==> config.mk <==
export PLATFORM = sky130hd
export DESIGN_NAME = vga_scan_gen
export DESIGN_NICKNAME = d
export VERILOG_FILES = /design/src/rtl/vga_scan_gen.sv
export SDC_FILE = /design/constraint.sdc
export NUM_CORES = 1
export LEC_CHECK = 0
export CORE_MARGIN = 8
export CORE_UTILIZATION = 52
export CTS_BUF_LIST = sky130_fd_sc_hd__clkbuf_16
export CTS_CLUSTER_DIAMETER = 40
export CTS_CLUSTER_SIZE = 12
export DETAILED_ROUTE_END_ITERATION = 10
export PLACE_DENSITY = 0.82
export REMOVE_ABC_BUFFERS = 1
export SETUP_SLACK_MARGIN = 0.1
export SLEW_MARGIN = 15
export SYNTH_ARGS = -nofsm -noshare
export SYNTH_HDL_FRONTEND = slang
export SYNTH_SLANG_ARGS = --single-unit
export TNS_END_PERCENT = 100
==> constraint.sdc <==
create_clock -name clk -period 3.5 [get_ports clk]
set_input_delay 0.7 -clock clk [delete_from_list [all_inputs] [get_ports clk]]
set_output_delay 0.7 -clock clk [all_outputs]
set_load 0.01 [all_outputs]
==> src/rtl/vga_scan_gen.sv <==
// vga_scan_gen: raster scan generator for the sprite side of the VGA pipeline.
// Produces the pixel tick, the x/y raster counters, the sync and data-enable
// levels, the line/frame strobes and a one-cycle sprite arm request
// (spr_start) issued at the start of horizontal blank on the line before the
// latched sprite row. Every output is registered: all outputs are computed
// from the next counter values, so the counters, levels and strobes change on
// the same clk edge.
module vga_scan_gen #(
    parameter int CLK_DIV  = 1,
    parameter int H_ACTIVE = 640,
    parameter int H_FP     = 16,
    parameter int H_SYNC   = 96,
    parameter int H_BP     = 48,
    parameter int V_ACTIVE = 480,
    parameter int V_FP     = 10,
    parameter int V_SYNC   = 2,
    parameter int V_BP     = 33
) (
    input  logic       clk,
    input  logic       rst,
    input  logic [9:0] spr_y,
    output logic       pix_tick,
    output logic [9:0] pixel_x,
    output logic [9:0] pixel_y,
    output logic       hsync,
    output logic       vsync,
    output logic       de,
    output logic       line_start,
    output logic       frame_start,
    output logic       spr_start
);

    localparam int H_TOTAL = H_ACTIVE + H_FP + H_SYNC + H_BP;
    localparam int V_TOTAL = V_ACTIVE + V_FP + V_SYNC + V_BP;
    localparam int DIV_W   = (CLK_DIV > 1) ? $clog2(CLK_DIV) : 1;

    localparam logic [DIV_W-1:0] DIV_MAX   = DIV_W'(CLK_DIV - 1);
    localparam logic [DIV_W-1:0] DIV_ONE   = DIV_W'(1);
    localparam logic [9:0]       H_LAST    = 10'(H_TOTAL - 1);
    localparam logic [9:0]       V_LAST    = 10'(V_TOTAL - 1);
    localparam logic [9:0]       H_ACT_C   = 10'(H_ACTIVE);
    localparam logic [9:0]       V_ACT_C   = 10'(V_ACTIVE);
    localparam logic [9:0]       HS_BEG    = 10'(H_ACTIVE + H_FP);
    localparam logic [9:0]       HS_END    = 10'(H_ACTIVE + H_FP + H_SYNC);
    localparam logic [9:0]       VS_BEG    = 10'(V_ACTIVE + V_FP);
    localparam logic [9:0]       VS_END    = 10'(V_ACTIVE + V_FP + V_SYNC);
    localparam logic [9:0]       SPR_OFF   = 10'h3FF;

    logic [DIV_W-1:0] div_r;
    logic [DIV_W-1:0] div_nxt_s;
    logic             adv_s;
    logic [9:0]       x_nxt_s;
    logic [9:0]       y_nxt_s;
    logic [9:0]       spr_y_q_r;
    logic [9:0]       spr_line_s;
    logic             spr_en_s;

    // Next-state of the divider and raster counters, plus the sprite arm line.
    always_comb begin
        adv_s      = (div_r == DIV_MAX);
        div_nxt_s  = div_r;
        x_nxt_s    = pixel_x;
        y_nxt_s    = pixel_y;
        spr_line_s = V_LAST;
        spr_en_s   = (spr_y_q_r < V_ACT_C);

        if (adv_s) begin
            div_nxt_s = {DIV_W{1'b0}};
        end else begin
            div_nxt_s = div_r + DIV_ONE;
        end

        if (adv_s) begin
            if (pixel_x == H_LAST) begin
                x_nxt_s = 10'd0;
                if (pixel_y == V_LAST) begin
                    y_nxt_s = 10'd0;
                end else begin
                    y_nxt_s = pixel_y + 10'd1;
                end
            end else begin
                x_nxt_s = pixel_x + 10'd1;
                y_nxt_s = pixel_y;
            end
        end else begin
            x_nxt_s = pixel_x;
            y_nxt_s = pixel_y;
        end

        // Sprite row 0 is armed on the last line of the preceding frame.
        if (spr_y_q_r == 10'd0) begin
            spr_line_s = V_LAST;
        end else begin
            spr_line_s = spr_y_q_r - 10'd1;
        end
    end

    // Register counters, levels, strobes and the per-frame sprite row latch.
    always_ff @(posedge clk or posedge rst) begin
        if (rst) begin
            div_r       <= {DIV_W{1'b0}};
            pix_tick    <= 1'b0;
            pixel_x     <= H_LAST;
            pixel_y     <= V_LAST;
            hsync       <= 1'b1;
            vsync       <= 1'b1;
            de          <= 1'b0;
            line_start  <= 1'b0;
            frame_start <= 1'b0;
            spr_start   <= 1'b0;
            spr_y_q_r   <= SPR_OFF;
        end else begin
            div_r       <= div_nxt_s;
            pix_tick    <= (div_nxt_s == DIV_MAX);
            pixel_x     <= x_nxt_s;
            pixel_y     <= y_nxt_s;
            hsync       <= !((x_nxt_s >= HS_BEG) && (x_nxt_s < HS_END));
            vsync       <= !((y_nxt_s >= VS_BEG) && (y_nxt_s < VS_END));
            de          <= (x_nxt_s < H_ACT_C) && (y_nxt_s < V_ACT_C);
            line_start  <= adv_s && (x_nxt_s == 10'd0);
            frame_start <= adv_s && (x_nxt_s == 10'd0) && (y_nxt_s == 10'd0);
            spr_start   <= adv_s && spr_en_s && (x_nxt_s == H_ACT_C) &&
                           (y_nxt_s == spr_line_s);
            // Capture during the frame_start cycle so a same-cycle change wins.
            if (frame_start) begin
                spr_y_q_r <= spr_y;
            end else begin
                spr_y_q_r <= spr_y_q_r;
            end
        end
    end

endmodule

Yosys cells after proc, flatten, opt, wreduce, memory -nomap -nowiden
Index checks and enable logic that the tools add are counted.
{ "classes": {"addsub": 4, "n_lt_le_gt_ge": 7, "eq_ne": 4, "mux": 7, "bitwise_logic": 2, "n_reduce_logical": 13} }
{ "op_table": {"columns": ["cell", "n"], "rows": [
  ["$mux W10", 6],
  ["$eq A10 B10 Y1 const B", 3],
  ["$logic_not A10 Y1", 3],
  ["$lt A10 B9 Y1 const B", 3],
  ["$add A10 B1 Y10 const B", 2],
  ["$lt A10 B10 Y1 const B", 2],
  ["$eq A10 B10 Y1", 1],
  ["$ge A10 B10 Y1 const B", 1],
  ["$ge A10 B9 Y1 const B", 1],
  ["$sub A10 B1 Y10 const B", 1],
  ["$logic_and A1 B1 Y1", 8],
  ["$logic_not A1 Y1", 2],
  ["$not A1 Y1", 2],
  ["$add A1 B1 Y1 const B", 1],
  ["$mux W1", 1]
]} }
{ "totals": {"ff_bits": 38, "input_bits": 12, "out_inout_bits": 27, "elab_cells": 48} }

Longest topological paths before layout
Gate-level depths: netlist (run 1).
{ "logic_depth": {"ltp_word": 7, "ltp_mapped": 11, "depth_no_buf": 11} }

Least setup slack after synthesis (run 1)
OpenSTA, ideal clock, no wires.
{ "synth_timing": {"kind": "register to register", "from": "register pixel_x[0]", "to": "register spr_start", "setup_time_ps": 96, "t_arrival_ps": 2746, "required_ps": 3404, "path_slack_ps": 659, "stages_incl_launch_ff": 10, "n_path_buf": 1, "synth_period_minus_slack_ps": 2841, "path_cell_list": "dfstp_2 ha_1 nand4_4 or3_1 buf_6 o311a_2 nor4b_4 nand4b_1 or4_1 nor4_2"} }
{ "synth_between": {"elab_chain_len": 6, "word_cells_on_any_way": 10, "classes_between": "add/sub (1); eq/ne (3); mux (4); reduce/logical (2)"} }
{ "synth_lines": {"columns": ["item", "line_no", "source"], "rows": [
  ["start, declared", "23", "output logic [9:0] pixel_x,"],
  ["start signal, assigned", "115", "pixel_x <= x_nxt_s;"],
  ["$add A10 B1 Y10 or $eq A10 B10 Y1 (tied branches)", "82, 74", null],
  ["$mux W10", "74", "if (pixel_x == H_LAST) begin"],
  ["$mux W10", "73", "if (adv_s) begin"],
  ["$eq A10 B10 Y1", "122", "spr_start <= adv_s && spr_en_s && (x_nxt_s == H_ACT_C) &&"],
  ["$logic_and A1 B1 Y1", "122", null],
  ["$logic_and A1 B1 Y1 (*)", "122", null],
  ["end signal, assigned", "122", null],
  ["end, declared", "30", "output logic spr_start"]
]} }
Mark *: on every way between the ends. The rest lies on a longest branch, timed or not.
A chain may end at the register's enable or synchronous reset.

Final worst setup path (run 1)
Same ends and word-level chain as after synthesis.

==> results of run 1 <==
## worst max-delay path: cells and delay by family (launching register included)
kind            cells  cell delay (ps)
compound gates      1              190
flops               1              580
fa+ha+maj           1              270
simple gates        6             1880
## power breakdown
| part | internal (uW) | switching, uW |
|---|---|---|
| sequential | 430 | 0.139 |
| clock | 257 | 166 |
| combinational | 12.4 | 9.99 |
| total | 700 | 177 |
## sequential cells by signal (all words and copies together), names as in the netlist
| signal | flops |
|---|---|
| hsync | 1 |
| spr_y_q_r | 10 |
| pixel_y | 10 |
| pixel_x | 10 |
| vsync | 1 |
| spr_start | 1 |
| pix_tick | 1 |
| line_start | 1 |
| de | 1 |
| frame_start | 1 |
## per-stage QoR
| step | area (sq um) | hold WS, ps |
|---|---|---|
| 4_1_cts | 2880 | 526.5 |
| 3_3_place_gp | 2743 | 509.5 |
| 2_1_floorplan | 2267 | 486.6 |
| 5_1_grt | 2880 | 555.6 |
| 3_5_place_dp | 2743 | 519.1 |
| 6_report | 2880 | 522.6 |
## per-layer routing
metal  up-vias  GRT usage
li1        960          -
met1       967     0.2120
met4         0    0.05911
met3         7    0.04883
met5         -          0
met2        57     0.2525
## placed cells by master (no fill, tap or decap), types with 2 or more instances in the layout
cell	count
sky130_fd_sc_hd__nand2_1	15
sky130_fd_sc_hd__clkbuf_16	5
sky130_fd_sc_hd__nand4_1	10
sky130_fd_sc_hd__o211a_1	2
sky130_fd_sc_hd__xor2_1	7
sky130_fd_sc_hd__dfstp_2	22
sky130_fd_sc_hd__ha_1	5
sky130_fd_sc_hd__o31ai_1	3
sky130_fd_sc_hd__inv_1	17
sky130_fd_sc_hd__nand4b_1	2
sky130_fd_sc_hd__o311ai_0	3
sky130_fd_sc_hd__nor4_1	7
sky130_fd_sc_hd__xnor2_1	11
sky130_fd_sc_hd__nand2b_1	3
sky130_fd_sc_hd__or4b_2	2
sky130_fd_sc_hd__and3_1	2
sky130_fd_sc_hd__nor3b_1	2
sky130_fd_sc_hd__and3_2	2
sky130_fd_sc_hd__nor2_1	17
sky130_fd_sc_hd__buf_4	4
sky130_fd_sc_hd__dfrtp_1	15
sky130_fd_sc_hd__clkdlybuf4s50_1	38
sky130_fd_sc_hd__nand3_1	15
sky130_fd_sc_hd__nor3_1	6
sky130_fd_sc_hd__mux2_2	10
sky130_fd_sc_hd__or4_1	2
sky130_fd_sc_hd__a22oi_1	2
sky130_fd_sc_hd__a31oi_1	4
sky130_fd_sc_hd__o21ai_0	10
sky130_fd_sc_hd__mux2i_1	2
sky130_fd_sc_hd__a21oi_1	6
sky130_fd_sc_hd__and4_1	2
sky130_fd_sc_hd__clkinv_1	2
sky130_fd_sc_hd__or3_1	2
## logic make-up after synthesis
family / after synthesis
AO/OA/AOI/OAI: 40
AND/OR/NAND/NOR: 101
adder cells (fa/ha/maj): 5
XOR/XNOR: 18
other: 1
multiplexers: 12
buffers and inverters: 27
flip-flops: 37
## worst min-delay path by stage
stage | cells after the start | endpoint | startpoint
final | 2 | spr_y_q_r[1]$_DFFE_PP1P_ | spr_y_q_r[1]$_DFFE_PP1P_
after global routing | 2 | spr_y_q_r[1]$_DFFE_PP1P_ | spr_y_q_r[1]$_DFFE_PP1P_
after CTS | 2 | spr_y_q_r[1]$_DFFE_PP1P_ | spr_y_q_r[1]$_DFFE_PP1P_
after detailed placement | 2 | spr_y_q_r[1]$_DFFE_PP1P_ | spr_y_q_r[1]$_DFFE_PP1P_
after global placement | 2 | spr_y_q_r[1]$_DFFE_PP1P_ | spr_y_q_r[1]$_DFFE_PP1P_
after floorplan | 2 | spr_y_q_r[1]$_DFFE_PP1P_ | spr_y_q_r[1]$_DFFE_PP1P_
## final cells by class
cell class / instances / area [sq um] / area share
clock buffer: 5 / 125.1 / 0.04344
clock inverter: 3 / 12.51 / 0.004344
inverter: 17 / 63.81 / 0.02215
multi-input combinational: 177 / 1250 / 0.4340
sequential: 37 / 953.4 / 0.3310
tap: 52 / 65.06 / 0.02259
timing repair buffer: 42 / 410.4 / 0.1425
==> implementation parameters, run 1 <==
Parameter                              Value

Placement
  Count of input and output buffers ... 38
  GP Congestion ... 0.8660
  Estimated wirelength of the detail-placed design ... 3995 um
  Place WS ... slightly above 500 ps
  Cells after DPL ... 325

Clock network
  Number of buffers added for setup after CTS ... 0
  CTS clock-pin slew for the worst setup and hold paths ... 60 ps
  Buffers from clock root to sink, at most ... 2
  Number of sinks handled by clock tree synthesis ... 37
  CTS root buf ... sky130_fd_sc_hd__clkbuf_16
  Clock tree from TritonCTS ... built
  Resize count post-CTS ... 0
  Total number of H-tree levels ... 2
  Hold Buf Count CTS ... 0
  CTS Buf Count ... 5
  Clock insertion delay at the later pin of the skew report ... 280 ps

Setup path
  Category of the worst setup path capture point ... flip-flop
  Register-to-register path setup slack ... 480 ps
  Critical path's largest stage delay ... 580 ps
  Maximum fanout along the worst path ... 8
  Length in cells of the worst reg-to-reg path ... 8
  Critical Path Source Type ... flip-flop
  Worst Path Arrival ... 3220 ps
  Crit path required time ... between 3000 and 4000 ps
  Worst Path Class, Setup ... reg2reg
  Critical-path cell list ... ha_1, nand4_4, or3_1, o311a_2, nor4b_4, nand4b_1, or4_1, nor4_2
  Setup crit start ... pixel_x[0]$_DFF_PP1_
  Startpoint of the most critical register-to-register path ... pixel_x[0]$_DFF_PP1_
  Critical path capture point ... spr_start$_DFF_PP0_
  Critical register-to-register path endpoint ... spr_start$_DFF_PP0_
  Crit path max-delay cell type ... sky130_fd_sc_hd__dfstp_2

Power
  VDD IR-drop max ... 0.0002443 V
  Static power due to leakage ... 0.001156 uW
  Overall power ... 876.1 uW
  Pwr/cell area ... about 300 nW/um^2

Floorplan
  Core Rows ... 24
  Area of the core ... 4324 sq um
  Die area ... a little under 7000 sq um
  Horiz. Die Dim ... about 83 um
  Vert. Die Dim ... between 80 and 90 um
  Initial Util ... 0.5382
  # IOs ... 39

Final layout
  Layout cell share with drive strength beyond 1 ... 0.1957
  Area growth, synth to finish ... 23.76%
  Final core area utilization ... 0.6661
  Filler Cells Inserted ... 361
  Post-layout instance count excluding filler cells ... ~330
  Post-layout nets ... 297
  Diodes inserted ... 0

Status
  Outcome ... finished clean

Global route
  Remaining global-route overflow ... 0
  Antenna violations before repair ... 0
  Combined global-route utilization of all metal layers ... 0.1643
  First-pass GRT wire length ... 9653 um
  Maximum number of pins on one net before global-route repair ... 38
  Number of global-route vias before repair ... approximately 2000

Timing
  Final critical delay including setup and external delays ... ~3000 ps
  Setup slack after layout ... 478.1 ps
  Clock skew ... 7.849 ps
  Unrepaired setup endpoints after global routing ... no
  Worst rel slew slack ... 0.6065
  TNS Setup ... 0 ps
  Worst slew pin tran ... between 500 and 600 ps
  Maximum clock frequency ... around 330 MHz
  Number of failing hold endpoints at the final stage ... 0
  # setup viols final ... 0
  Final critical-path share of the clock period ... 0.8634
  Count of final max-slew check failures ... 0

Routing
  Via count ... 1991
  Wirelength per Cell ... 16.50 um
  Final routed DRC violation total ... 0
  Met3 routed wirelength ... roughly 290 um
  ANT nets after route ... 0
  Met2 Routed Length ... 2669 um
  Number of vias per cell ... around 6.0
  Detailed-route wire length on metal 1 ... between 2000 and 2500 um
  Starting DRT DRC Count ... approximately 140
  Routed wire length ... 5494 um
  Detailed Routing Iterations Pass 1 ... 4
  Highest layer used for signal routing ... met4

Hold path
  Type of the most critical hold path ... reg2reg

Synthesis
  Syn Std Cell Area ... 2327 sq um
  Leading area contributor after synthesis ... sky130_fd_sc_hd__dfstp_2
  Proportion of netlist area held by the largest area contributor ... 0.2484
  Number of enable-type register cells in the synthesized netlist ... 0
  Simple-gate share of the synthesized area ... 0.2645
  Avg Synthesized Cell Area ... 9.657 sq um
  Most instantiated cells after synthesis ... sky130_fd_sc_hd__dfstp_2, sky130_fd_sc_hd__inv_1, sky130_fd_sc_hd__nor2_1
  Top flip-flop cell by instance count after synthesis ... sky130_fd_sc_hd__dfstp_2
  Parity-gate share of the synthesized area counting xor and xnor cells ... 0.06774
  Async S/R FF share, synth ... 1.000
  Most used standard cell by instance count after synthesis ... sky130_fd_sc_hd__dfstp_2
  Count of unique library cells instantiated by Yosys ... 59
  Total of flip-flops plus latches after synthesis ... 37
  Adder-cell share of the synthesized area ... 0.02688
  Cells after Synth ... between 200 and 250
  Cell types occupying the most area after synthesis ... sky130_fd_sc_hd__dfstp_2, sky130_fd_sc_hd__dfrtp_1, sky130_fd_sc_hd__mux2_2
  Post-synthesis compound-gate area fraction ... 0.1194
  Yosys warning count ... 0
  Largest family of logic cells by synthesized area ... simple AND/OR/NAND/NOR gates
  Multiplexer fraction of the synthesized cell area ... 0.05699
  Part of the Yosys area used for sequential elements ... 0.4097

Flow run
  Max-Cap Viols ... 0
(Power assumes the default switching activity.)
==> run 2: changes to the inputs <==
--- a/config.mk
+++ b/config.mk
@@ -11,6 +11,7 @@
 export CTS_CLUSTER_DIAMETER = 40
 export CTS_CLUSTER_SIZE = 12
 export DETAILED_ROUTE_END_ITERATION = 10
+export GPL_TIMING_DRIVEN = 1
 export PLACE_DENSITY = 0.82
 export REMOVE_ABC_BUFFERS = 1
 export SETUP_SLACK_MARGIN = 0.1
==> constraint.sdc (replaced) <==
create_clock -name clk -period 3.05 [get_ports clk]
set_input_delay 0.61 -clock clk [delete_from_list [all_inputs] [get_ports clk]]
set_output_delay 0.61 -clock clk [all_outputs]
set_load 0.01 [all_outputs]
==> run 2 against run 1 <==
Combinational power increased by 16%. Clock power up 15%. Sequential cell count did not move. Critical path type unchanged.
==> implementation parameters, run 2 (synthesis results as in run 1) <==
Parameter                              Value

Status
  Outcome ... finished clean

Timing
  Clock skew ... 6.576 ps
  Maximum clock frequency ... 349.3 MHz
  Unrepaired setup endpoints after global routing ... no
  Number of failing hold endpoints at the final stage ... 0
  TNS Setup ... 0 ps
  Final critical-path share of the clock period ... 0.9387
  Count of final max-slew check failures ... 0
  Final critical delay including setup and external delays ... about 2900 ps
  Worst slew pin tran ... 762.8 ps
  # setup viols final ... 0
  Hold slack final ... 515.6 ps
  Worst rel slew slack ... 0.4871

Hold path
  Type of the most critical hold path ... reg2reg
  Depth of the worst hold-timing path ... 2
  Hold Path Sink ... spr_y_q_r[1]$_DFFE_PP1P_
  Worst hold path startpoint ... spr_y_q_r[1]$_DFFE_PP1P_

Final layout
  Post-layout instance count excluding filler cells ... about 350
  Commonest non-fill, non-tap cell in the layout ... sky130_fd_sc_hd__clkdlybuf4s50_1
  Top library cells by usage in the layout, fill and taps aside ... sky130_fd_sc_hd__clkdlybuf4s50_1, sky130_fd_sc_hd__dfstp_2, sky130_fd_sc_hd__inv_1
  Diodes inserted ... 0
  Area growth, synth to finish ... 30.16%
  Top Registers ... pixel_x: 10 flops, pixel_y: 10 flops, spr_y_q_r: 10 flops
  Layout cell share with drive strength beyond 1 ... 0.2619
  Filler Cells Inserted ... between 300 and 400
  Post-layout nets ... between 300 and 400

Placement
  Estimated wirelength of the detail-placed design ... 4165 um
  Count of input and output buffers ... 38
  Cells after DPL ... around 330
  GP Congestion ... 0.9058

Routing
  Final routed DRC violation total ... 0
  Starting DRT DRC Count ... 221
  Routed wire length ... around 6200 um
  ANT nets after route ... 0
  Detailed Routing Iterations Pass 1 ... 5
  Via count ... roughly 2100
  Wirelength per Cell ... 17.86 um
  Number of vias per cell ... 6.058

Setup path
  Critical register-to-register path endpoint ... spr_start$_DFF_PP0_
  Critical-path cell list ... and4_4, nand4_1, xnor2_2, or3b_2, nand4b_1, or4_1, nor4_2
  Worst Path Arrival ... 3050 ps
  Category of the worst setup path capture point ... flip-flop
  Crit path max-delay family ... simple AND/OR/NAND/NOR gates
  Maximum fanout along the worst path ... 8
  Worst Path Class, Setup ... reg2reg
  Crit path required time ... about 3200 ps
  Critical Path Source Type ... flip-flop
  Critical path's largest stage delay ... 620 ps
  Bufs and invs on worst path ... 0
  Length in cells of the worst reg-to-reg path ... 7
  Startpoint of the most critical register-to-register path ... pixel_x[2]$_DFF_PP1_
  Register-to-register path setup slack ... 190 ps
  Crit path max-delay cell type ... sky130_fd_sc_hd__dfstp_2

Global route
  Number of global-route vias before repair ... about 2000
  Remaining global-route overflow ... 0
  Maximum number of pins on one net before global-route repair ... 38
  Combined global-route utilization of all metal layers ... 0.1739
  First-pass GRT wire length ... 10180 um
  Antenna violations before repair ... 0

Clock network
  Hold Buf Count CTS ... 0
  Clock insertion delay at the later pin of the skew report ... between 200 and 300 ps
  Buffers from clock root to sink, at most ... 2
  CTS Buf Count ... 5
  Clock tree from TritonCTS ... built
  CTS root buf ... sky130_fd_sc_hd__clkbuf_16
  Number of sinks handled by clock tree synthesis ... 37
  CTS clock-pin slew for the worst setup and hold paths ... ~60 ps
  Total number of H-tree levels ... 2

Floorplan
  Horiz. Die Dim ... 82.90 um
  Initial Util ... 0.5382
  Vert. Die Dim ... 82.90 um
  Area of the core ... 4324 sq um
  # IOs ... 39
  Core Rows ... 24
  Die area ... 6872 sq um

Power
  Static power due to leakage ... 0.001240 uW
  VDD IR-drop max ... 0.0003108 V
  Pwr/cell area ... between 300 and 400 nW/um^2

Flow run
  Max-Cap Viols ... 0
-- run 2: final cells by class --
| type | count | area, sq um | share of cell area |
|---|---|---|---|
| Clock buffer | 5 | 125.1 | 0.04131 |
| Tap cell | 52 | 65.06 | 0.02148 |
| Inverter | 17 | 63.81 | 0.02107 |
| Multi-Input combinational cell | 177 | 1300 | 0.4292 |
| Clock inverter | 3 | 13.76 | 0.004544 |
| Sequential cell | 37 | 953.4 | 0.3147 |
| Timing Repair Buffer | 55 | 508.0 | 0.1677 |
-- run 2: power breakdown --
part           leakage (uW)  switching, uW  internal, uW  total (uW)
sequential         0.000425          0.160           493         493
clock             0.0000748            192           296         488
combinational      0.000740           11.8          14.2        26.0
-- run 2: per-stage QoR --
stage | utilization | instance area [sq um] | worst slack (ps) | total power, uW
after global placement | 0.6464 | 2795 | 199.4 | 527.1
after detailed placement | 0.6464 | 2795 | 147.9 | 527.7
after global routing | 0.7005 | 3029 | 78.53 | 1040
after floorplan | - | 2267 | 203.2 | 508.6
final | 0.7005 | 3029 | 187.1 | 1008
after CTS | 0.6785 | 2934 | 117.2 | 1018
-- run 2: how the worst max path moves through the flow --
| stage | to | slack [ps] | depth (start not counted) | start |
|---|---|---|---|---|
| detailed placement | spr_start$_DFF_PP0_ | 150 | 11 | pixel_x[0]$_DFF_PP1_ |
| global placement | spr_start$_DFF_PP0_ | 200 | 8 | pixel_x[0]$_DFF_PP1_ |
| floorplan | spr_start$_DFF_PP0_ | 200 | 8 | pixel_x[0]$_DFF_PP1_ |
| global route | spr_start$_DFF_PP0_ | 80 | 8 | pixel_x[0]$_DFF_PP1_ |
| finish | spr_start$_DFF_PP0_ | 190 | 7 | pixel_x[2]$_DFF_PP1_ |
| CTS | spr_start$_DFF_PP0_ | 120 | 11 | pixel_x[0]$_DFF_PP1_ |
-- run 2: per-layer routing --
metal	wire, um	GRT usage
met4	147	0.06230
met3	381	0.04492
met1	2606	0.2166
met5	0	0
met2	3043	0.2815
-- run 2: worst register-to-register path, delay by kind of cell, from the launching register on --
kind	cells	cell delay [ps]
xor+xnor	1	240
flops	1	620
simple gates	6	1900
-- run 2: repair_timing --
action	CTS	global route
setup buffers	0	6
resized for setup	0	9
endpoints found under the setup margin	0	3
==> run 3: changes to the inputs <==
--- a/config.mk
+++ b/config.mk
@@ -12,7 +12,7 @@
 export CTS_CLUSTER_SIZE = 12
 export DETAILED_ROUTE_END_ITERATION = 10
 export GPL_TIMING_DRIVEN = 1
-export PLACE_DENSITY = 0.82
+export PLACE_DENSITY = 0.77
 export REMOVE_ABC_BUFFERS = 1
 export SETUP_SLACK_MARGIN = 0.1
 export SLEW_MARGIN = 15
==> run 3 against run 2 <==
Clock skew fell by 1.4 ps. Critical path depth increased by 3. First-iteration DRC count decreased by 6.3%. Worst hold slack improved by 15 ps. Non-clock buffer count decreased by 2. Combinational power hardly changed. Largest cell class unchanged. Sequential cell count stayed put. Critical endpoint unchanged. Core utilization up 0.087 points.
==> implementation parameters, run 3 (synthesis results as in run 1) <==
Parameter                              Value

Status
  Outcome ... finished clean

Setup path
  Register-to-register path setup slack ... 240 ps
  Critical Path Source Type ... flip-flop
  Maximum fanout along the worst path ... 6
  Critical path's largest stage delay ... 470 ps
  Startpoint of the most critical register-to-register path ... pixel_x[7]$_DFF_PP0_
  Critical-path cell list ... or3_4, or3_4, buf_4, nor2_1, a22oi_1, inv_1, mux2_2, a221o_1, nand3_1, nor4_2
  Category of the worst setup path capture point ... flip-flop
  Critical path capture point ... spr_start$_DFF_PP0_
  Setup crit start ... pixel_x[7]$_DFF_PP0_
  Crit path required time ... 3190 ps
  Crit path max-delay cell type ... sky130_fd_sc_hd__dfrtp_1
  Length in cells of the worst reg-to-reg path ... 10
  Most frequent cell on the critical path ... sky130_fd_sc_hd__or3_4
  Worst Path Class, Setup ... reg2reg
  Worst Path Arrival ... 2950 ps
  Critical register-to-register path endpoint ... spr_start$_DFF_PP0_

Timing
  Final critical-path share of the clock period ... 0.9222
  Count of final max-slew check failures ... 0
  Worst slew pin tran ... 751.1 ps
  Final critical delay including setup and external delays ... 2813 ps
  Worst rel slew slack ... 0.4950
  # setup viols final ... 0
  Clock skew ... ~5.2 ps
  TNS Setup ... 0 ps
  Maximum clock frequency ... between 300 and 400 MHz
  Unrepaired setup endpoints after global routing ... no
  Number of failing hold endpoints at the final stage ... 0

Final layout
  Post-layout instance count excluding filler cells ... 344
  Area growth, synth to finish ... 30.32%
  Diodes inserted ... 0
  Post-layout nets ... 308
  Commonest non-fill, non-tap cell in the layout ... sky130_fd_sc_hd__clkdlybuf4s50_1
  Top library cells by usage in the layout, fill and taps aside ... sky130_fd_sc_hd__clkdlybuf4s50_1, sky130_fd_sc_hd__dfstp_2, sky130_fd_sc_hd__inv_1
  Filler Cells Inserted ... 320
  Layout cell share with drive strength beyond 1 ... 0.2500
  Top Registers ... pixel_x: 10 flops, pixel_y: 10 flops, spr_y_q_r: 10 flops

Global route
  Maximum number of pins on one net before global-route repair ... 38
  Number of global-route vias before repair ... 1943
  Combined global-route utilization of all metal layers ... 0.1635
  Remaining global-route overflow ... 0
  First-pass GRT wire length ... 9625 um
  Antenna violations before repair ... 0

Routing
  ANT nets after route ... 0
  Detailed Routing Iterations Pass 1 ... 4
  Final routed DRC violation total ... 0
  Number of vias per cell ... between 5 and 6
  Via count ... 2055
  Starting DRT DRC Count ... 207
  Wirelength per Cell ... 16.25 um
  Routed wire length ... 5591 um

Clock network
  CTS Buf Count ... 5
  Hold Buf Count CTS ... 0
  CTS clock-pin slew for the worst setup and hold paths ... 50 ps
  Total number of H-tree levels ... 2
  Number of sinks handled by clock tree synthesis ... 37
  Clock insertion delay at the later pin of the skew report ... 270 ps
  CTS root buf ... sky130_fd_sc_hd__clkbuf_16
  Buffers from clock root to sink, at most ... 2
  Clock tree from TritonCTS ... built

Floorplan
  Horiz. Die Dim ... 82.90 um
  Initial Util ... 0.5382
  Vert. Die Dim ... 82.90 um
  Core Rows ... 24
  Die area ... 6872 sq um
  Area of the core ... 4324 sq um
  # IOs ... 39

Power
  Static power due to leakage ... between 0.001 and 0.0015 uW
  Pwr/cell area ... 356.3 nW/um^2
  VDD IR-drop max ... 0.0004235 V

Placement
  GP Congestion ... just under 0.9
  Count of input and output buffers ... 38
  Estimated wirelength of the detail-placed design ... 4073 um
  Cells after DPL ... 332

Hold path
  Type of the most critical hold path ... reg2reg

Flow run
  Max-Cap Viols ... 0
[run 3: changes by cell type in the layout (fill, tap and decap cells not counted), sizes merged]
cell | before | now
clkinv | 2 | 1
buf | 17 | 15
bufinv | 0 | 1
[run 3: per-layer routing]
| metal | wire length [um] | vias to the layer above | track usage |
|---|---|---|---|
| met1 | 2530 | 997 | 0.2231 |
| met3 | 302 | 7 | 0.03613 |
| met4 | 51 | 0 | 0.04792 |
| li1 | - | 988 | - |
| met2 | 2707 | 63 | 0.2504 |
| met5 | 0 | - | 0 |
[run 3: final cells by class]
class | count | area [sq um] | area share
timing repair buffer | 53 | 493.0 | 0.1625
clock inverter | 3 | 37.54 | 0.01238
inverter | 17 | 63.81 | 0.02104
sequential | 37 | 953.4 | 0.3144
multi-input combinational | 177 | 1295 | 0.4270
tap | 52 | 65.06 | 0.02145
clock buffer | 5 | 125.1 | 0.04125
[run 3: how the worst min path moves through the flow]
stage	startpoint	end	slack, ps	depth (start not counted)
after floorplan	spr_y_q_r[1]$_DFFE_PP1P_	spr_y_q_r[1]$_DFFE_PP1P_	490	2
after global placement	spr_y_q_r[1]$_DFFE_PP1P_	spr_y_q_r[1]$_DFFE_PP1P_	510	2
after detailed placement	spr_y_q_r[1]$_DFFE_PP1P_	spr_y_q_r[1]$_DFFE_PP1P_	520	2
after CTS	spr_y_q_r[1]$_DFFE_PP1P_	spr_y_q_r[1]$_DFFE_PP1P_	530	2
after global routing	spr_y_q_r[1]$_DFFE_PP1P_	spr_y_q_r[1]$_DFFE_PP1P_	560	2
final	spr_y_q_r[1]$_DFFE_PP1P_	spr_y_q_r[1]$_DFFE_PP1P_	530	2
[run 3: through the flow]
step / util / worst slack [ps] / total power [uW] / hold slack [ps] / instance area (sq um)
floorplan: - / 203.2 / 508.6 / 486.6 / 2267
global placement: 0.6464 / 195.2 / 526.9 / 508.7 / 2795
detailed placement: 0.6464 / 112.5 / 527.6 / 524.0 / 2795
CTS: 0.6846 / 138.7 / 1091 / 534.2 / 2960
global route: 0.7014 / 110.7 / 1119 / 560.1 / 3033
finish: 0.7014 / 237.2 / 1081 / 530.3 / 3033
[run 3: worst max-delay path: cells and delay by family, from the launching register on]
kind            cells  cell delay, ps
mux                 1             330
buf+inv             2             290
compound gates      2             420
flops               1             470
simple gates        5            1170
[run 3: report_power, final]
part / leakage, uW / internal (uW) / switching (uW)
logic: 0.000727 / 14.2 / 11.4
clock network: 0.0000826 / 379 / 182
registers: 0.000425 / 493 / 0.127
total: 0.00124 / 887 / 194
[run 3: repair_timing]
action                                  CTS  global route
endpoints found under the setup margin    1             1
hold endpoints to repair                  0             0
gates resized for setup                   1             8
gates cloned                              0             0
setup buffers                             0             4
pin swaps                                 0             3
